File: src/rtl/uart_fifo_loopback.sv
// uart_fifo_loopback: UART receiver that checks each frame, queues good bytes in a FIFO and echoes them on TX
module uart_fifo_loopback #(
    parameter int CLK_FREQ   = 50000000,
    parameter int UART_BPS   = 115200,
    parameter int DATA_BITS  = 8,
    parameter int PARITY     = 0,
    parameter int STOP_BITS  = 1,
    parameter int FIFO_DEPTH = 16
) (
    input  logic                          sys_clk,
    input  logic                          sys_rst,
    input  logic                          uart_rxd,
    input  logic                          tx_hold,
    output logic                          uart_txd,
    output logic [$clog2(FIFO_DEPTH):0]   fifo_level,
    output logic [7:0]                    frame_err_cnt,
    output logic [7:0]                    parity_err_cnt,
    output logic [7:0]                    ovf_cnt
);
    localparam int BAUD_CNT = CLK_FREQ / UART_BPS;
    localparam int CW = $clog2(BAUD_CNT);
    localparam int AW = $clog2(FIFO_DEPTH);
    localparam int LW = AW + 1;
    localparam logic [CW-1:0] BAUD_END = CW'(BAUD_CNT - 1);
    localparam logic [CW-1:0] HALF_END = CW'(BAUD_CNT / 2 - 1);
    localparam logic [2:0] LAST_BIT = 3'(DATA_BITS - 1);
    localparam logic [2:0] S_IDLE   = 3'd0;
    localparam logic [2:0] S_START  = 3'd1;
    localparam logic [2:0] S_DATA   = 3'd2;
    localparam logic [2:0] S_PARITY = 3'd3;
    localparam logic [2:0] S_STOP   = 3'd4;

    logic rx_s1, rx_s2, rx_prev, rx_fall;
    logic [2:0] rx_state;
    logic [CW-1:0] rx_cnt;
    logic [2:0] rx_bit;
    logic [DATA_BITS-1:0] rx_shr;
    logic rx_par, rx_stop, rx_done;
    logic par_bad, rx_good, push, pop, full, empty;
    logic [DATA_BITS-1:0] mem [FIFO_DEPTH];
    logic [AW-1:0] wptr, rptr;
    logic [2:0] tx_state;
    logic [CW-1:0] tx_cnt;
    logic [2:0] tx_bit;
    logic [DATA_BITS-1:0] tx_shr;
    logic tx_par, tx_sb, tx_end;

    assign rx_fall = rx_prev & ~rx_s2;
    assign par_bad = (PARITY != 0) && ((^{rx_shr, rx_par}) != (PARITY == 1));
    assign rx_good = rx_done & rx_stop & ~par_bad;
    assign full    = fifo_level == LW'(FIFO_DEPTH);
    assign empty   = fifo_level == '0;
    assign pop     = (tx_state == S_IDLE) & ~empty & ~tx_hold;
    assign push    = rx_good & (~full | pop);
    assign tx_end  = tx_cnt == BAUD_END;

    // Bring the asynchronous RX pin into the clock domain and keep a delayed copy for edge detection
    always_ff @(posedge sys_clk) begin
        if (sys_rst) begin
            rx_s1   <= 1'b1;
            rx_s2   <= 1'b1;
            rx_prev <= 1'b1;
        end else begin
            rx_s1   <= uart_rxd;
            rx_s2   <= rx_s1;
            rx_prev <= rx_s2;
        end
    end

    // RX deserialiser: mid-bit sampling, returns to IDLE right after the stop sample
    always_ff @(posedge sys_clk) begin
        if (sys_rst) begin
            rx_state <= S_IDLE;
            rx_cnt   <= '0;
            rx_bit   <= '0;
            rx_shr   <= '0;
            rx_par   <= 1'b0;
            rx_stop  <= 1'b1;
            rx_done  <= 1'b0;
        end else begin
            rx_done <= 1'b0;
            rx_cnt  <= rx_cnt + 1'b1;
            case (rx_state)
                S_IDLE: begin
                    rx_cnt <= '0;
                    if (rx_fall) rx_state <= S_START;
                end
                S_START: if (rx_cnt == HALF_END) begin
                    rx_cnt   <= '0;
                    rx_bit   <= '0;
                    rx_state <= rx_s2 ? S_IDLE : S_DATA;
                end
                S_DATA: if (rx_cnt == BAUD_END) begin
                    rx_cnt <= '0;
                    rx_shr <= {rx_s2, rx_shr[DATA_BITS-1:1]};
                    rx_bit <= rx_bit + 1'b1;
                    if (rx_bit == LAST_BIT) rx_state <= (PARITY != 0) ? S_PARITY : S_STOP;
                end
                S_PARITY: if (rx_cnt == BAUD_END) begin
                    rx_cnt   <= '0;
                    rx_par   <= rx_s2;
                    rx_state <= S_STOP;
                end
                S_STOP: if (rx_cnt == BAUD_END) begin
                    rx_stop  <= rx_s2;
                    rx_done  <= 1'b1;
                    rx_state <= S_IDLE;
                end
                default: rx_state <= S_IDLE;
            endcase
        end
    end

    // Error and overflow counters, saturating at 255; a framing error masks any parity error
    always_ff @(posedge sys_clk) begin
        if (sys_rst) begin
            frame_err_cnt  <= '0;
            parity_err_cnt <= '0;
            ovf_cnt        <= '0;
        end else begin
            if (rx_done && !rx_stop && frame_err_cnt != 8'hFF) frame_err_cnt <= frame_err_cnt + 1'b1;
            if (rx_done && rx_stop && par_bad && parity_err_cnt != 8'hFF) parity_err_cnt <= parity_err_cnt + 1'b1;
            if (rx_good && full && !pop && ovf_cnt != 8'hFF) ovf_cnt <= ovf_cnt + 1'b1;
        end
    end

    // FIFO storage; contents need no reset since the pointers define validity
    always_ff @(posedge sys_clk) begin
        if (push) mem[wptr] <= rx_shr;
    end

    // FIFO pointers and occupancy; a pop on a full FIFO frees the slot a same-cycle push uses
    always_ff @(posedge sys_clk) begin
        if (sys_rst) begin
            wptr       <= '0;
            rptr       <= '0;
            fifo_level <= '0;
        end else begin
            if (push) wptr <= wptr + 1'b1;
            if (pop) rptr <= rptr + 1'b1;
            fifo_level <= fifo_level + LW'(push) - LW'(pop);
        end
    end

    // TX serialiser: pops in IDLE and walks start, data, parity and stop bits of BAUD_CNT cycles each
    always_ff @(posedge sys_clk) begin
        if (sys_rst) begin
            tx_state <= S_IDLE;
            tx_cnt   <= '0;
            tx_bit   <= '0;
            tx_shr   <= '0;
            tx_par   <= 1'b0;
            tx_sb    <= 1'b0;
        end else begin
            tx_cnt <= tx_end ? '0 : tx_cnt + 1'b1;
            case (tx_state)
                S_IDLE: begin
                    tx_cnt <= '0;
                    if (pop) begin
                        tx_shr   <= mem[rptr];
                        tx_par   <= (^mem[rptr]) ^ (PARITY == 1);
                        tx_bit   <= '0;
                        tx_sb    <= 1'b0;
                        tx_state <= S_START;
                    end
                end
                S_START: if (tx_end) tx_state <= S_DATA;
                S_DATA: if (tx_end) begin
                    tx_shr <= tx_shr >> 1;
                    tx_bit <= tx_bit + 1'b1;
                    if (tx_bit == LAST_BIT) tx_state <= (PARITY != 0) ? S_PARITY : S_STOP;
                end
                S_PARITY: if (tx_end) tx_state <= S_STOP;
                S_STOP: if (tx_end) begin
                    tx_sb <= 1'b1;
                    if (tx_sb == 1'(STOP_BITS - 1)) tx_state <= S_IDLE;
                end
                default: tx_state <= S_IDLE;
            endcase
        end
    end

    // Registered line driver, one cycle behind the TX state so the start bit follows the pop by a cycle
    always_ff @(posedge sys_clk) begin
        if (sys_rst) uart_txd <= 1'b1;
        else uart_txd <= (tx_state == S_START) ? 1'b0 :
                         (tx_state == S_DATA) ? tx_shr[0] :
                         (tx_state == S_PARITY) ? tx_par : 1'b1;
    end
endmodule

File: config.mk
export PLATFORM = sky130hd
export DESIGN_NAME = uart_fifo_loopback
export DESIGN_NICKNAME = d
export VERILOG_FILES = /design/src/rtl/uart_fifo_loopback.sv
export SDC_FILE = /design/constraint.sdc
export NUM_CORES = 1
export LEC_CHECK = 0
export CAP_MARGIN = 40
export CORE_MARGIN = 1.5
export CORE_UTILIZATION = 46
export DETAILED_ROUTE_END_ITERATION = 10
export PLACE_DENSITY = 0.65
export SYNTH_ARGS = -nofsm -noshare
export SYNTH_HDL_FRONTEND = slang
export SYNTH_SLANG_ARGS = --single-unit
File: constraint.sdc
create_clock -name sys_clk -period 3.4 [get_ports sys_clk]
set_input_delay 1.02 -clock sys_clk [delete_from_list [all_inputs] [get_ports sys_clk]]
set_output_delay 1.02 -clock sys_clk [all_outputs]
set_load 0.01 [all_outputs]
==> results.ini <==
[worst_setup_path]
reg2reg_depth=14
critPathLaunchType=input port
worst_ep_required_time_ps=3830
crit_type=input port to flop
rr_endpoint=fifo_level[4]
critPathMaxFanout=2
worstPathArrival_ps=3640
reg2reg_setup_slack_ps=580
r2r-start=tx_state[2]
critPathCaptureType=flop

[pwr]
p_leak_uw=0.00351
power_density_mw_per_mm2=642
irDropWorstVdd_mv=0.321

[floorplanning]
die_area_mm2=0.0201
core_region_area_mm2=0.0188
ios=34
die-height_um=142
die_w_um=142
start_util=0.472
rows=50

[sta]
rsz0062_at_grt=false
worst_pin_slew_ps=721
slew_violations=0
max_freq_mhz=312
setup_viol=0
hold_slack_ps=411
period_share=0.943
fin_crit_ps=3210
final_hold_viol_count=0
slew_headroom=0.519
fin_worst_skew_ps=11.1

[global_routing]
grt_pass1_wl_um=27400
grt_usage=0.175
grt_max_degree=33
antenna_found_initial=0
grt_pass1_vias=5334
grt_overflow_total=0

[route]
ant_nets=0
first_iter_violations=363
wirelength_um=17000
wire_per_inst_um=17.5
vias=5281
drc=0
drtPass1Iterations=5
viasPerCell=5.45

[clock_tree]
clock-sinks=215
cts_buffer_depth=3
cts_hold_buf=0
insertion_delay_ps=510
clkTransAtPathRegs_ps=60
htree_num_levels=1
cts-root-buf=clkbuf_16
cts_setup_buffers=0
ctsResizeCount=0
cts_buffers=23
cts_tree=built

[hold_path]
min_to=rx_s2
hold_start=rx_s1
hp-class=flop to flop
hold_path_depth=1

[synthesis]
synth_seq_cells=215
synth_cells=670
yosys-top-cells-count=edfxtp_1, nor2_1, dfxtp_1
synth-seq-area-share=0.631
syn_avg_cell_area_um2=13.2
synthFlopType=edfxtp_1
yosys_warnings=0
yosysUniqueCellTypes=51
synth_most_common_cell=edfxtp_1
synth_top_area_frac=0.434
ys_top_cells_by_area=edfxtp_1, dfxtp_1, mux4_2, nor2_1, ha_1
async_reset_ff_frac=0
synth-edff-count=128
yosysTopAreaCell=edfxtp_1
netlist_area_mm2=0.00886

[finish]
register_area_mm2=0.00559
multi_input_area_mm2=0.00301
final_cells=969
nFillCells=1534
layout.nets=745
area_growth_pct=14.3
num_antenna_cells=0
drive_gt1_frac=0.144

[placed_design]
place_congestion=0.760
dp_hpwl_um=11100
port_buffers=25
dpl.cell_count=927

[flow_run]
max_cap_violations=0

[status]
status=finished, final reports clean

==> through the flow <==
| stage | setup WS [ps] | instance area (um2) | util | total power (uW) | setup TNS [ps] |
|---|---|---|---|---|---|
| 6_report | 195 | 10100 | 0.539 | 6500 | 0 |
| 2_1_floorplan | 108 | 8880 | - | 4020 | 0 |
| 3_5_place_dp | -333 | 9440 | 0.503 | 4320 | -439 |
| 4_1_cts | 189 | 10100 | 0.539 | 6560 | 0 |
| 5_1_grt | 77.9 | 10100 | 0.539 | 6800 | 0 |
| 3_3_place_gp | -186 | 9440 | 0.503 | 4260 | -214 |
==> critical path, stage by stage <==
cell	delay (ps)
clkdlybuf4s50_1	410
nor4_1	220
nand4b_1	190
nor2b_1	190
inv_1	60
ha_1	270
inv_1	40
ha_1	180
inv_1	70
fa_1	190
inv_1	50
a21oi_1	160
nor2_1	70
or3_1	340
a21oi_1	170
==> routing by layer <==
layer  up-vias  share of wire  routed length (um)  track usage
met5         -              0                   0            0
met4         0          0.023                 391       0.0586
met3        31          0.051                 867       0.0283
met2       134           0.49                8390        0.302
met1      2606           0.43                7330        0.225
li1       2510              -                   -            -
==> state kept, by name, summed over array words and instances, names as in the netlist, named ones only <==
name           count
tx_state           3
tx_shr             8
rx_s1              1
wptr               4
tx_bit             3
rx_bit             3
fifo_level         5
rx_cnt             9
tx_cnt             9
rx_done            1
ovf_cnt            8
mem              128
rx_stop            1
tx_par             1
rx_shr             8
uart_txd           1
rptr               4
rx_s2              1
rx_state           3
frame_err_cnt      8
tx_sb              1
rx_prev            1
==> cell type report <==
type                    count  share of cell area
well taps                 234              0.0289
multi-input cells         404               0.297
inverters                  19             0.00705
clock inverters            14             0.00729
clock buffers              28              0.0597
flip-flops and latches    215               0.552
repair buffers             55              0.0477
==> worst max path at each step <==
stage / from / endpoint / slack, ps / cells past startpoint
2_1_floorplan: tx_hold / fifo_level[4] / 110 / 15
3_3_place_gp: tx_hold / fifo_level[4] / -190 / 15
3_5_place_dp: tx_hold / fifo_level[4] / -330 / 15
4_1_cts: tx_hold / fifo_level[4] / 190 / 15
5_1_grt: tx_hold / fifo_level[4] / 80 / 15
6_report: tx_hold / fifo_level[4] / 190 / 15
==> power breakdown <==
group,total [uW],leakage (uW),internal (uW),switching [uW]
Sequential,2950,0.00189,2850,108
Clock,2240,0.000330,1260,973
Combinational,1300,0.00128,662,643
Total,6500,0.00351,4770,1720
==> logic make-up after synthesis <==
family | Yosys count | synth area share
fa+ha+maj | 23 | 0.0333
mux | 47 | 0.0997
other cells | 1 | 0.000423
simple gates | 224 | 0.118
xor+xnor | 40 | 0.0396
buf+inv | 58 | 0.0326
compound gates | 62 | 0.0458
flops | 215 | 0.631
==> layout by cell type, fill, tap and decap left out, drive strengths merged, types with 3 or more instances in the layout <==
cell type,n
a22oi,16
o21ai,8
or3,6
clkbuf,28
conb,8
nand4,9
dfxtp,87
buf,31
nor2,95
mux4,32
nor2b,5
nand3,15
xor2,22
a31oi,3
inv,20
nand2,49
a21oi,22
edfxtp,128
nor3b,3
nand2b,11
nor4,4
a311oi,7
clkinv,10
nor3,13
or2,4
xnor2,18
mux2i,14
clkdlybuf4s50,24
clkinvlp,3
ha,22
Note: power is estimated with default switching activity, not from simulation.
